[src/rtl/fp_fma_arbiter.sv]
// Round-robin arbiter sharing one fused multiply-add unit among N_REQ requesters,
// with a watchdog that substitutes a quiet-NaN result if the unit never answers.
module fp_fma_arbiter #(
  parameter int N_REQ   = 2,
  parameter int TIMEOUT = 64
) (
  input  logic                     clk_i,
  input  logic                     rst_i,
  input  logic                     clk_en_i,
  input  logic [N_REQ-1:0]         req_valid_i,
  output logic [N_REQ-1:0]         req_ready_o,
  input  logic [2*N_REQ-1:0]       req_op_i,
  input  logic [32*N_REQ-1:0]      req_rs1_i,
  input  logic [32*N_REQ-1:0]      req_rs2_i,
  input  logic [32*N_REQ-1:0]      req_rs3_i,
  output logic [1:0]               fu_op_o,
  output logic [31:0]              fu_rs1_o,
  output logic [31:0]              fu_rs2_o,
  output logic [31:0]              fu_rs3_o,
  output logic                     fu_start_o,
  input  logic                     fu_free_i,
  input  logic                     fu_valid_i,
  input  logic [31:0]              fu_result_i,
  input  logic [2:0]               fu_flags_i,
  output logic                     resp_valid_o,
  output logic [$clog2(N_REQ)-1:0] resp_id_o,
  output logic [31:0]              resp_result_o,
  output logic [2:0]               resp_flags_o,
  input  logic                     resp_ready_i,
  output logic                     timeout_o
);

  localparam int IDW = $clog2(N_REQ);
  localparam int CW  = $clog2(TIMEOUT + 1);
  localparam logic [CW-1:0]  CNT_LAST = CW'(TIMEOUT - 1);
  localparam logic [IDW-1:0] ID_LAST  = IDW'(N_REQ - 1);
  localparam logic [31:0]    QNAN     = 32'h7FC00000;

  typedef enum logic [1:0] {IDLE, ISSUE, WAIT, RESP} state_t;

  state_t         state;
  logic [IDW-1:0] ptr;
  logic [IDW-1:0] gid;
  logic [CW-1:0]  cnt;
  logic [1:0]     op_q;
  logic [31:0]    rs1_q;
  logic [31:0]    rs2_q;
  logic [31:0]    rs3_q;
  logic [31:0]    res_q;
  logic [2:0]     flags_q;

  logic           grant_found;
  logic [IDW-1:0] grant_id;
  logic [IDW:0]   cand;
  logic [1:0]     sel_op;
  logic [31:0]    sel_rs1;
  logic [31:0]    sel_rs2;
  logic [31:0]    sel_rs3;
  logic           accept;

  // First valid requester at or above the pointer, wrapping past the top index.
  always_comb begin
    grant_found = 1'b0;
    grant_id    = '0;
    cand        = '0;
    for (int i = 0; i < N_REQ; i++) begin
      cand = {1'b0, ptr} + (IDW+1)'(i);
      if (cand >= (IDW+1)'(N_REQ))
        cand = cand - (IDW+1)'(N_REQ);
      if (!grant_found && req_valid_i[cand[IDW-1:0]]) begin
        grant_found = 1'b1;
        grant_id    = cand[IDW-1:0];
      end
    end
  end

  always_comb begin
    sel_op  = '0;
    sel_rs1 = '0;
    sel_rs2 = '0;
    sel_rs3 = '0;
    for (int i = 0; i < N_REQ; i++) begin
      if (grant_id == IDW'(i)) begin
        sel_op  = req_op_i[2*i +: 2];
        sel_rs1 = req_rs1_i[32*i +: 32];
        sel_rs2 = req_rs2_i[32*i +: 32];
        sel_rs3 = req_rs3_i[32*i +: 32];
      end
    end
  end

  assign accept = (state == IDLE) && fu_free_i && grant_found;

  always_comb begin
    req_ready_o = '0;
    if (accept && clk_en_i && !rst_i)
      req_ready_o[grant_id] = 1'b1;
  end

  // The timeout fires in the last permitted wait cycle; a completion in that same cycle wins.
  assign fu_start_o    = (state == ISSUE) && clk_en_i && !rst_i;
  assign timeout_o     = (state == WAIT) && clk_en_i && !rst_i && !fu_valid_i && (cnt == CNT_LAST);
  assign resp_valid_o  = (state == RESP);
  assign resp_id_o     = gid;
  assign resp_result_o = res_q;
  assign resp_flags_o  = flags_q;
  assign fu_op_o       = op_q;
  assign fu_rs1_o      = rs1_q;
  assign fu_rs2_o      = rs2_q;
  assign fu_rs3_o      = rs3_q;

  always_ff @(posedge clk_i) begin
    if (rst_i) begin
      state   <= IDLE;
      ptr     <= '0;
      gid     <= '0;
      cnt     <= '0;
      op_q    <= '0;
      rs1_q   <= '0;
      rs2_q   <= '0;
      rs3_q   <= '0;
      res_q   <= '0;
      flags_q <= '0;
    end else if (clk_en_i) begin
      case (state)
        IDLE: begin
          if (accept) begin
            gid   <= grant_id;
            op_q  <= sel_op;
            rs1_q <= sel_rs1;
            rs2_q <= sel_rs2;
            rs3_q <= sel_rs3;
            state <= ISSUE;
          end
        end
        ISSUE: begin
          cnt   <= '0;
          state <= WAIT;
        end
        WAIT: begin
          if (fu_valid_i) begin
            res_q   <= fu_result_i;
            flags_q <= fu_flags_i;
            state   <= RESP;
          end else if (cnt == CNT_LAST) begin
            res_q   <= QNAN;
            flags_q <= 3'b100;
            state   <= RESP;
          end else begin
            cnt <= cnt + CW'(1);
          end
        end
        RESP: begin
          if (resp_ready_i) begin
            ptr   <= (gid == ID_LAST) ? '0 : gid + IDW'(1);
            state <= IDLE;
          end
        end
        default: state <= IDLE;
      endcase
    end
  end

endmodule
[config.mk]
export PLATFORM = sky130hd
export DESIGN_NAME = fp_fma_arbiter
export DESIGN_NICKNAME = d
export VERILOG_FILES = /design/src/rtl/fp_fma_arbiter.sv
export SDC_FILE = /design/constraint.sdc
export NUM_CORES = 1
export LEC_CHECK = 0
export CELL_PAD_IN_SITES_DETAIL_PLACEMENT = 0
export CELL_PAD_IN_SITES_GLOBAL_PLACEMENT = 1
export CORE_ASPECT_RATIO = 0.9
export CORE_UTILIZATION = 23
export CTS_CLUSTER_DIAMETER = 150
export DETAILED_ROUTE_END_ITERATION = 16
export PLACE_DENSITY = 0.83
export SLEW_MARGIN = 0
export SYNTH_ARGS = -nofsm -noshare
export SYNTH_HDL_FRONTEND = slang
export SYNTH_SLANG_ARGS = --single-unit
[constraint.sdc]
create_clock -name clk_i -period 1.7 [get_ports clk_i]
set_input_delay 0.34 -clock clk_i [delete_from_list [all_inputs] [get_ports clk_i]]
set_output_delay 0.34 -clock clk_i [all_outputs]
set_load 0.05 [all_outputs]
==> results.tsv <==
metric	value	unit
status	finished with violations	
failing checks	setup timing	
Die Span Y	155	µm
nature of the critical path startpoint	flip-flop	
Port Buf Inserts	377	
worst-path maximum fanout	2	
Post-synth ARST share	0	%
Tcrit/Tclk final	108	%
worst path bufs/invs	1	
CP cell instances	ha_4 > and4b_4 > nand3_4 > nor2_4 > buf_12	
#FFs+latches synth	144	
CP top delay family	simple AND/OR/NAND/NOR gates	
vias in the first global route	6269	
Initial Utilization	23.6	%
PD cells	835	nW/µm²
Site Rows	55	
CTS Buf Count	17	
Yosys top cell area share	48.0	%
Layout Nets	1313	
Sequential Power Share	38.0	%
layout cells sized above 1	28.1	%
CTS root buffer	clkbuf_16	
Iter 0 DRT Violations	221	
Setup crit end kind	primary output	
critical path arrival	1.50	ns
commonest non-fill, non-tap cell in the layout	clkdlybuf4s50_1	
design area	11300	µm²
via count	6283	
worst hold-check slack	0.411	ns
filler instances	2420	
DR pass1 iterations	4	
distinct cell type count after synthesis	40	
Least-Margin Pin Slew	0.393	ns
Vias/cell	4.41	
placed cells	1375	
Core Util, Final	44.6	%
fmax	0.543	GHz
Clock Sinks	144	
DIE WIDTH	172	µm
GP Congestion	0.793	
net count after synthesis	895	
Finish-stage setup viols	31	
Hold Crit Start	fu_free_i	
Max Cap Viol	0	
RSZ-0062 raised after global routing	yes	
Syn-to-layout area delta	88.9	%
CTS max path bufs	2	
Syn Area/Cell	9.22	µm²
Area after DPL	10300	µm²
Area contributors post-synth	dfxtp_1 48%, mux2i_1 17%, o21ai_0 10%	
combinational share of power	21.6	%
wire per inst	15.8	µm
Worst path slowest cell	dfxtp_2	
Synth Flop Type	dfxtp_1	
Crit path largest cell delay	0.35	ns
Worst Skew	0.00991	ns
Int Pwr	6.75	mW
core area	25400	µm²
Detail Placement HPWL	16.8	mm
clk_lat worst skew	0.42	ns
Clock Power Share	40.4	%
first-pass GRT wire length	33.4	mm
Pwr Total	9.47	mW
Mapped Cells	651	
Worst R2R Start	cnt[1]	
cts hold-fix bufs	0	
commonest cells after routing, fill and taps aside	233 x clkdlybuf4s50_1, 181 x buf_4, 140 x dfxtp_1, 112 x nand2_1, 101 x o21ai_0	
number of synthesis warnings	0	
NetSw	2.72	mW
largest net degree at the start of global routing	38	
crit path kind	flip-flop to primary output	
register area share after synthesis	48.0	%
Final Max Slew Viols	0	
Post-route DRC	0	
Post-synth EDFFs	0	
Lkg Pwr	4.94	nW
total grt overflow	0	
CTS H-Tree Depth	4	
Worst VDD drop	0.000529	V
Req. time, crit path	1.36	ns
Final Worst Setup Slack	-0.141	ns
Total GRT Usage	16.1	%
Final Hold Fails	0	
top cell type by total area after synthesis	dfxtp_1	
Hold Path Class	primary input to flip-flop	
minimum clock period	1.84	ns
io pins	378	
Die ar.	26700	µm²
Slew Limit Headroom	73.8	%
initial antenna violation count	2	
switching share of power	28.7	%
post-route ant nets	0	
CTS tree	built	
Finished Layout Cells	1425	
CTS clk-pin slew, worst paths	0.06	ns
Setup crit start	cnt[1]	
Syn Std Cell Area	6000	µm²
routed wire length	22.5	mm
kinds of logic (layout without fill, tap and decap cells):
logic type	after synthesis	count (layout)	synth area share [%]
buffers and inverters	57	487	4.69
AOI/OAI and AO/OA	183	183	18.0
and+or+nand+nor	163	164	11.7
DFF	144	144	48.0
adders and majority gates	5	5	1.04
muxes	99	99	16.5
other	0	1	0
per-stage QoR:
step | worst slack [ns] | setup TNS (ns)
5_1_grt | -0.219 | -3.78
4_1_cts | -0.171 | -0.762
3_3_place_gp | -0.304 | -27.01
3_5_place_dp | -0.288 | -28.21
6_report | -0.141 | -0.994
2_1_floorplan | -0.146 | -0.277
metal layers:
metal,up-vias,wire length (µm),global-route usage (%)
li1,3141,-,-
met1,2894,9450,19.1
met2,217,11200,27.8
met3,29,1440,4.22
met4,2,450,5.90
met5,-,17,0
registers in the layout, indices dropped and copies added (netlist names):
register	count
fu_rs2_o	32
resp_flags_o	3
state	2
resp_result_o	32
fu_op_o	2
resp_id_o	1
ptr	1
cnt	7
fu_rs3_o	32
fu_rs1_o	32
worst min-delay path, delay by kind of cell:
family          cells  cell delay (ns)
compound gates      2             0.20
buf+inv             1             0.13
mux                 1             0.11
Yosys cell counts (all sizes together) (2+ instances only):
| cell type | n |
|---|---|
| dfxtp | 144 |
| o21ai | 128 |
| nand2 | 114 |
| mux2i | 99 |
| nand3 | 31 |
| clkbuf | 30 |
| a21oi | 29 |
| buf | 19 |
| o221a | 10 |
| inv | 8 |
| nor2 | 7 |
| ha | 5 |
| a221oi | 4 |
| a31oi | 2 |
| nand4 | 2 |
| o22ai | 2 |
| o32ai | 2 |
final timing paths:
path,endpoint,slack (ns),cells past startpoint
min,state[1],0.41,4
max,timeout_o,-0.14,5
min reg2reg,cnt[6],0.44,2
max reg2reg,resp_result_o[26],-0.06,8
power by group through the flow:
stage	combinational (mW)	sequential, mW	clock [mW]
2_1_floorplan	0.456	4.12	0
3_3_place_gp	1.96	3.66	0
3_5_place_dp	1.97	3.67	0
4_1_cts	2.01	3.59	3.94
5_1_grt	2.17	3.61	4.08
6_report	2.05	3.59	3.83
final cells by class:
class	count	area, µm²	share of cell area (%)
clock buffers	19	443	3.91
multi-input cells	451	3100	27.4
repair buffers	447	4290	37.8
well taps	342	428	3.77
flip-flops and latches	144	2890	25.5
diodes	1	2.50	0.0221
inverters	8	35.0	0.309
clock inverters	13	150	1.32
what timing repair did:
item / CTS / global route
pin swaps: 14 / 10
endpoints found under the setup margin: 14 / 43
cloned: 0 / 4
buffers inserted: 10 / 4
resized for setup: 36 / 54
(Power assumes the default switching activity.)
